$ cat config.mk
export PLATFORM = sky130hd
export DESIGN_NAME = seq_multiplier
export DESIGN_NICKNAME = d
export VERILOG_FILES = /design/src/rtl/mult_pkg.sv /design/src/rtl/seq_multiplier.sv
export SDC_FILE = /design/constraint.sdc
export NUM_CORES = 1
export LEC_CHECK = 0
export ABC_AREA = 1
export CAP_MARGIN = 0
export CORE_ASPECT_RATIO = 0.75
export CORE_MARGIN = 10
export CORE_UTILIZATION = 59
export CTS_CLUSTER_SIZE = 24
export DETAILED_ROUTE_END_ITERATION = 8
export PLACE_DENSITY = 0.81
export REMOVE_ABC_BUFFERS = 1
export SLEW_MARGIN = 25
export SYNTH_ARGS = -nofsm -noshare
export SYNTH_HDL_FRONTEND = slang
export SYNTH_SLANG_ARGS = --single-unit
$ cat constraint.sdc
create_clock -name clk -period 3 [get_ports clk]
set_input_delay 0.6 -clock clk [delete_from_list [all_inputs] [get_ports clk]]
set_output_delay 0.6 -clock clk [all_outputs]
set_load 0.01 [all_outputs]
$ cat src/rtl/mult_pkg.sv
// Shared state encoding and sign helper for the sequential shift-add multiplier.
package mult_pkg;

  localparam int MAX_WIDTH = 32;

  typedef enum logic [1:0] {
    ST_IDLE   = 2'd0,
    ST_RUN    = 2'd1,
    ST_FINISH = 2'd2
  } state_t;

  // The caller sign-extends value to MAX_WIDTH in signed mode, so bit 31 is the true sign.
  function automatic logic [MAX_WIDTH-1:0] abs_twos(input logic [MAX_WIDTH-1:0] value,
                                                    input logic                 signed_mode);
    if (signed_mode && value[MAX_WIDTH-1]) begin
      return ~value + MAX_WIDTH'(1);
    end
    return value;
  endfunction

endpackage

$ cat src/rtl/seq_multiplier.sv
// Parametrised shift-add multiplier: one partial product per clock, start/done handshake,
// optional two's-complement operands, registered result held between operations.
module seq_multiplier
  import mult_pkg::*;
#(
  parameter  int WIDTH = 8,
  localparam int CNT_W = $clog2(WIDTH + 1)
) (
  input  logic                 clk,
  input  logic                 rst,
  input  logic                 start,
  input  logic                 signed_mode,
  input  logic [WIDTH-1:0]     a,
  input  logic [WIDTH-1:0]     b,
  output logic                 busy,
  output logic                 done,
  output logic [2*WIDTH-1:0]   result
);

  state_t               r_state;
  logic [WIDTH-1:0]     r_mcand;
  logic [WIDTH-1:0]     r_mplier;
  logic [2*WIDTH-1:0]   r_acc;
  logic [2*WIDTH-1:0]   r_result;
  logic [CNT_W-1:0]     r_cnt;
  logic                 r_neg;
  logic                 r_busy;
  logic                 r_done;

  logic [MAX_WIDTH-1:0] w_aExt;
  logic [MAX_WIDTH-1:0] w_bExt;
  logic [WIDTH-1:0]     w_aMag;
  logic [WIDTH-1:0]     w_bMag;
  logic [2*WIDTH-1:0]   w_addend;
  logic                 w_lastIter;

  // Operands are multiplied as magnitudes; the sign is reapplied once at the end.
  assign w_aExt     = signed_mode ? MAX_WIDTH'(signed'(a)) : MAX_WIDTH'(a);
  assign w_bExt     = signed_mode ? MAX_WIDTH'(signed'(b)) : MAX_WIDTH'(b);
  assign w_aMag     = WIDTH'(abs_twos(w_aExt, signed_mode));
  assign w_bMag     = WIDTH'(abs_twos(w_bExt, signed_mode));
  assign w_addend   = {{WIDTH{1'b0}}, r_mcand} << r_cnt;
  assign w_lastIter = (r_cnt == CNT_W'(WIDTH - 1));

  always_ff @(posedge clk or posedge rst) begin
    if (rst) begin
      r_state  <= ST_IDLE;
      r_mcand  <= '0;
      r_mplier <= '0;
      r_acc    <= '0;
      r_result <= '0;
      r_cnt    <= '0;
      r_neg    <= 1'b0;
      r_busy   <= 1'b0;
      r_done   <= 1'b0;
    end else begin
      r_done <= 1'b0;
      case (r_state)
        ST_IDLE: begin
          if (start) begin
            r_mcand  <= w_aMag;
            r_mplier <= w_bMag;
            r_neg    <= signed_mode & (a[WIDTH-1] ^ b[WIDTH-1]);
            r_acc    <= '0;
            r_cnt    <= '0;
            r_busy   <= 1'b1;
            r_state  <= ST_RUN;
          end else begin
            r_busy <= 1'b0;
          end
        end
        ST_RUN: begin
          if (r_mplier[0]) begin
            r_acc <= r_acc + w_addend;
          end
          r_mplier <= r_mplier >> 1;
          r_cnt    <= r_cnt + CNT_W'(1);
          if (w_lastIter) begin
            r_state <= ST_FINISH;
          end
        end
        // Busy stays high through the done cycle and drops at the following edge.
        ST_FINISH: begin
          r_result <= r_neg ? -r_acc : r_acc;
          r_done   <= 1'b1;
          r_state  <= ST_IDLE;
        end
        default: begin
          r_state <= ST_IDLE;
          r_busy  <= 1'b0;
        end
      endcase
    end
  end

  assign busy   = r_busy;
  assign done   = r_done;
  assign result = r_result;

endmodule
# Word-level counts from Yosys, hierarchy flattened
# Index checks and enable logic that the tools add are counted.
[word_totals]
regBits = 57
out_inout_bits = 18
inputBits = 20
elab_cells = 56
[classes]
mux = 22
bitwise = 4
n_reduce_logical = 9
eq_ne = 6
n_addsub = 5
shifts = 1
[op_table]
columns = ["cell", "count"]
rows = [
  ["$mux 32", 2],
  ["$mux 16", 3],
  ["$mux 8", 5],
  ["$pmux 16 s2", 1],
  ["$add 16x16->16", 1],
  ["$add 8x1->8 const B", 2],
  ["$neg 16->16", 1],
  ["$not 8->8", 2],
  ["$pmux 8 s2", 1],
  ["$shl 8x4->16", 1],
  ["$pmux 4 s2", 1],
  ["$ne 2x2->1 const B", 3],
  ["$reduce_and 2->1", 3],
  ["$add 4x1->4 const B", 1],
  ["$eq 4x3->1 const B", 1],
  ["$mux 1", 4],
  ["$mux 2", 2],
  ["$mux 4", 1],
  ["$pmux 2 s2", 1],
  ["$reduce_and 3->1", 1],
  ["$eq 2x1->1 const B", 1],
  ["$eq 2x2->1 const B", 1],
  ["$logic_and 1x1->1", 2],
  ["$logic_not 2->1", 1],
  ["5 further kinds", 5],
]

# Depth between registers and ports, before layout
[depth]
word_depth = 7
depth_mapped = 20
ltp_nobuf = 19

# Worst setup path before layout
# OpenSTA, ideal clock, no wires.
[synth_timing]
path_kind = "reg-to-reg"
from = "register r_cnt[0]"
to = "register r_acc[15]"
path_stages_with_launch = 16
setup_slack_ns = 0.732
path_buffers = 1
t_required_ns = 2.883
synth_period_minus_slack_ns = 2.268
setup_ns = 0.117
t_arrival_ns = 2.151
path_cell_list = "dfrtp_1 buf_6 or2_0 o21ai_1 nand2_1 a31oi_1 nor2_1 ha_1 nand2_1 inv_1 a21oi_1 nand2_1 a21oi_1 nand3_1 nand3_1 nand2_1"
[synth_between]
elab_chain_cells = 4
[synth_rtl]
columns = ["item", "line_no", "rtl"]
rows = [
  ["start, declared", "seq_multiplier.sv:25", "logic [CNT_W-1:0] r_cnt;"],
  ["start signal, assigned", "seq_multiplier.sv:77", "r_cnt <= r_cnt + CNT_W'(1);"],
  ["$shl 8x4->16", "seq_multiplier.sv:42", "assign w_addend = {{WIDTH{1'b0}}, r_mcand} << r_cnt;"],
  ["$add 16x16->16", "seq_multiplier.sv:74", "r_acc <= r_acc + w_addend;"],
  ["$mux 16", "seq_multiplier.sv:73", "if (r_mplier[0]) begin"],
  ["$pmux 16 s2", "seq_multiplier.sv:58", "case (r_state)"],
  ["end signal, assigned", "seq_multiplier.sv:74", ""],
  ["end, declared", "seq_multiplier.sv:23", "logic [2*WIDTH-1:0] r_acc;"],
]
# Every way passes these cells. The select of a mux whose other input is x is not followed.
# A chain may end at the register's enable or synchronous reset.

# Final worst setup path
# Ends and elaborated chain as after synthesis.

==> run metrics <==
Total GRT Usage 20.4%; Max-Cap Viols 0; die area 11,000 um^2; Worst Hold Class register to register; post-cts hold buffer count 0; HPWL after detailed placement 8.44 mm; synthesized flop and latch total 57; Syn Inst Count 598; iteration-0 DRC count of the detailed router 260; clk root buf clkbuf_8; delay of the slowest cell on the worst path 0.64 ns; Yosys cell types 48; final net count 683; Leak 0.00251 uW; die height 93.3 um; max_slew headroom 60.0%; Critical-path top delay cell dfrtp_1; Pwr Total 5650 uW; fin crit share 88.7%; synth warn 0; total power per unit cell area 1140 nW/um^2; DRC 0; Inserted Clock Buffers 9; Place WS 0.391 ns; # diodes 0; kind of critical path register to register; core area 6900 um^2; Async SR Flop Fraction 100%; DRT Pass-1 Iters 5; unrepaired setup endpoints after global routing no; post-CTS sizing 0; number of routed nets with antenna violations 0; R2R depth 16; multi-input logic area 2460 um^2; Final Hold Viols 0; layout cell share with drive strength beyond 1 10.4%; Sequential cell area 1430 um^2; H-tree levels 3; initial antenna violation count 0; pin slew with the least headroom to its limit 0.599 ns; Total Neg Setup Slack 0 ns; first-pass GRT wire length 18.6 mm; commonest non-fill, non-tap cell in the layout nand2_1; Worst-Skew Late Latency 0.34 ns; Top FF cell, synth dfrtp_1; Critical Path, Cell by Cell inv_8 -> nand2_1 -> nand2_1 -> o21ai_2 -> nor2_1 -> a31oi_1 -> nor2_1 -> ha_1 -> nand2_1 -> inv_1 -> a21oi_1 -> nand2_1 -> a21oi_1 -> nand3_1 -> nand3_1 -> nand2_1; CTS tree yes; vias in the first global route 3,892; Clock Pin Slew Worst Setup and Hold Paths 0.07 ns; via count 4,042; die width 118 um; commonest non-fill, non-tap cells in the layout nand2_1 (182), dfrtp_1 (57), inv_1 (55); Final WS setup 0.338 ns; grt ovf 0; top-level I/O count 38; final setup skew 0.00650 ns; Area Growth Syn to Fin 17.1%; Layout fillers 603; Post-Syn Area 4220 um^2; Worst EP arrival 2.89 ns; Achievable Freq 376 MHz; Post-synth EDFFs 0; fin. max-slew vios 0; largest net degree at the start of global routing 33; Fin Hold WS 0.482 ns; cell mode on critical path nand2_1; clock sink total 57; CP Capture Type register; DRT Wirelength 10.8 mm; register area share after synthesis 33.8%; # setup viols final 0; syn_area_per_cell 7.06 um^2; row count 26; crit path max fanout 11; vias per cell 5.44; Final min period 2.66 ns; initial core utilization 61.2%; VDD IR-drop max 0.504 mV; clk buf depth 2; DR WL/cell 14.5 um; CP Data Required Time 3.23 ns; Hold Crit Depth 2; input/output buffers 37; GP Congestion 0.924; CP Launch Type register; outcome finished, final reports clean; post-CTS setup buffers 0
==> worst max-delay path, delay by kind of cell, from the launching register on <==
kind	cells	cell delay, ns
compound gates	4	0.70
flops	1	0.64
simple gates	9	0.75
fa+ha+maj	1	0.34
buf+inv	2	0.13
==> path summary, 6_finish.rpt <==
check / slack (ns) / startpoint / to
setup / recovery: 0.34 / r_cnt[0] / r_acc[15]
hold / removal: 0.48 / result[11] / result[11]
setup reg to reg: 0.34 / r_cnt[0] / r_acc[15]
hold reg to reg: 0.48 / result[11] / result[11]
max in group asynchronous: 1.76 / rst / r_acc[5]
min in group asynchronous: 0.65 / rst / r_mplier[5]
==> metal layers <==
layer  wire length, um  global-route usage [%]  vias up
met3               903                    5.65        7
li1                  -                       -     2051
met5                 0                       0        -
met1              5240                    28.3     1851
met2              4580                    31.2      133
met4                91                    4.41        0
==> cells by family after synthesis <==
family | share of synthesized area (%)
compound gates | 15.3
xor+xnor | 3.11
fa+ha+maj | 6.99
buf+inv | 8.09
flops | 33.8
mux | 0.237
simple gates | 32.6
==> Yosys cell counts, types with 2 or more instances <==
cell type / n / share of area, %
o21ai_1: 17 / 2.0
o21ai_0: 25 / 3.0
nand3_1: 42 / 5.0
nor2_1: 52 / 4.6
dfrtp_1: 57 / 34
nor2_2: 2 / 0.30
buf_2: 3 / 0.36
clkbuf_1: 5 / 0.44
a21o_1: 3 / 0.53
o221ai_1: 3 / 0.62
inv_1: 56 / 5.0
nand3b_1: 3 / 0.53
buf_6: 2 / 0.53
buf_4: 2 / 0.36
nor3_1: 7 / 0.83
ha_1: 22 / 6.5
inv_2: 13 / 1.2
a21oi_2: 2 / 0.41
and2_1: 2 / 0.30
o21ai_4: 2 / 0.77
nand4_1: 5 / 0.74
nand2_2: 7 / 1.0
nand2_1: 182 / 16
xnor2_1: 2 / 0.41
o21ai_2: 4 / 0.83
o221ai_2: 2 / 0.71
nand3_2: 6 / 1.4
xor2_1: 13 / 2.7
a31oi_1: 4 / 0.59
o22ai_1: 9 / 1.3
a21oi_1: 26 / 3.1
o31ai_1: 2 / 0.36
==> layout make-up <==
class | count | share of cell area (%)
sequential | 57 | 28.8
tap | 98 | 2.48
clock buffer | 11 | 2.86
inverter | 70 | 5.46
timing repair buffer | 43 | 8.65
clock inverter | 5 | 2.07
multi-input combinational | 459 | 49.6
==> sequential cells by signal (all words and copies together), names as in the netlist <==
| name | count |
|---|---|
| r_mplier | 8 |
| r_cnt | 4 |
| r_neg | 1 |
| r_mcand | 8 |
| r_acc | 16 |
| busy | 1 |
| r_state | 2 |
| result | 16 |
| done | 1 |
==> metrics by stage <==
stage / util, % / area [um^2] / cells
2_1_floorplan: - / 4150 / 586
3_3_place_gp: 68.2 / 4700 / 727
3_5_place_dp: 68.2 / 4700 / 727
4_1_cts: 71.7 / 4950 / 743
5_1_grt: 71.7 / 4950 / 743
6_report: 71.7 / 4950 / 743
==> where the power goes <==
group / internal, uW / switching (uW) / leakage [uW]
Clock: 573 / 318 / 0.000120
Combinational: 1240 / 2090 / 0.00165
Sequential: 1080 / 347 / 0.000742
Total: 2900 / 2750 / 0.00251
(Power assumes the default switching activity.)
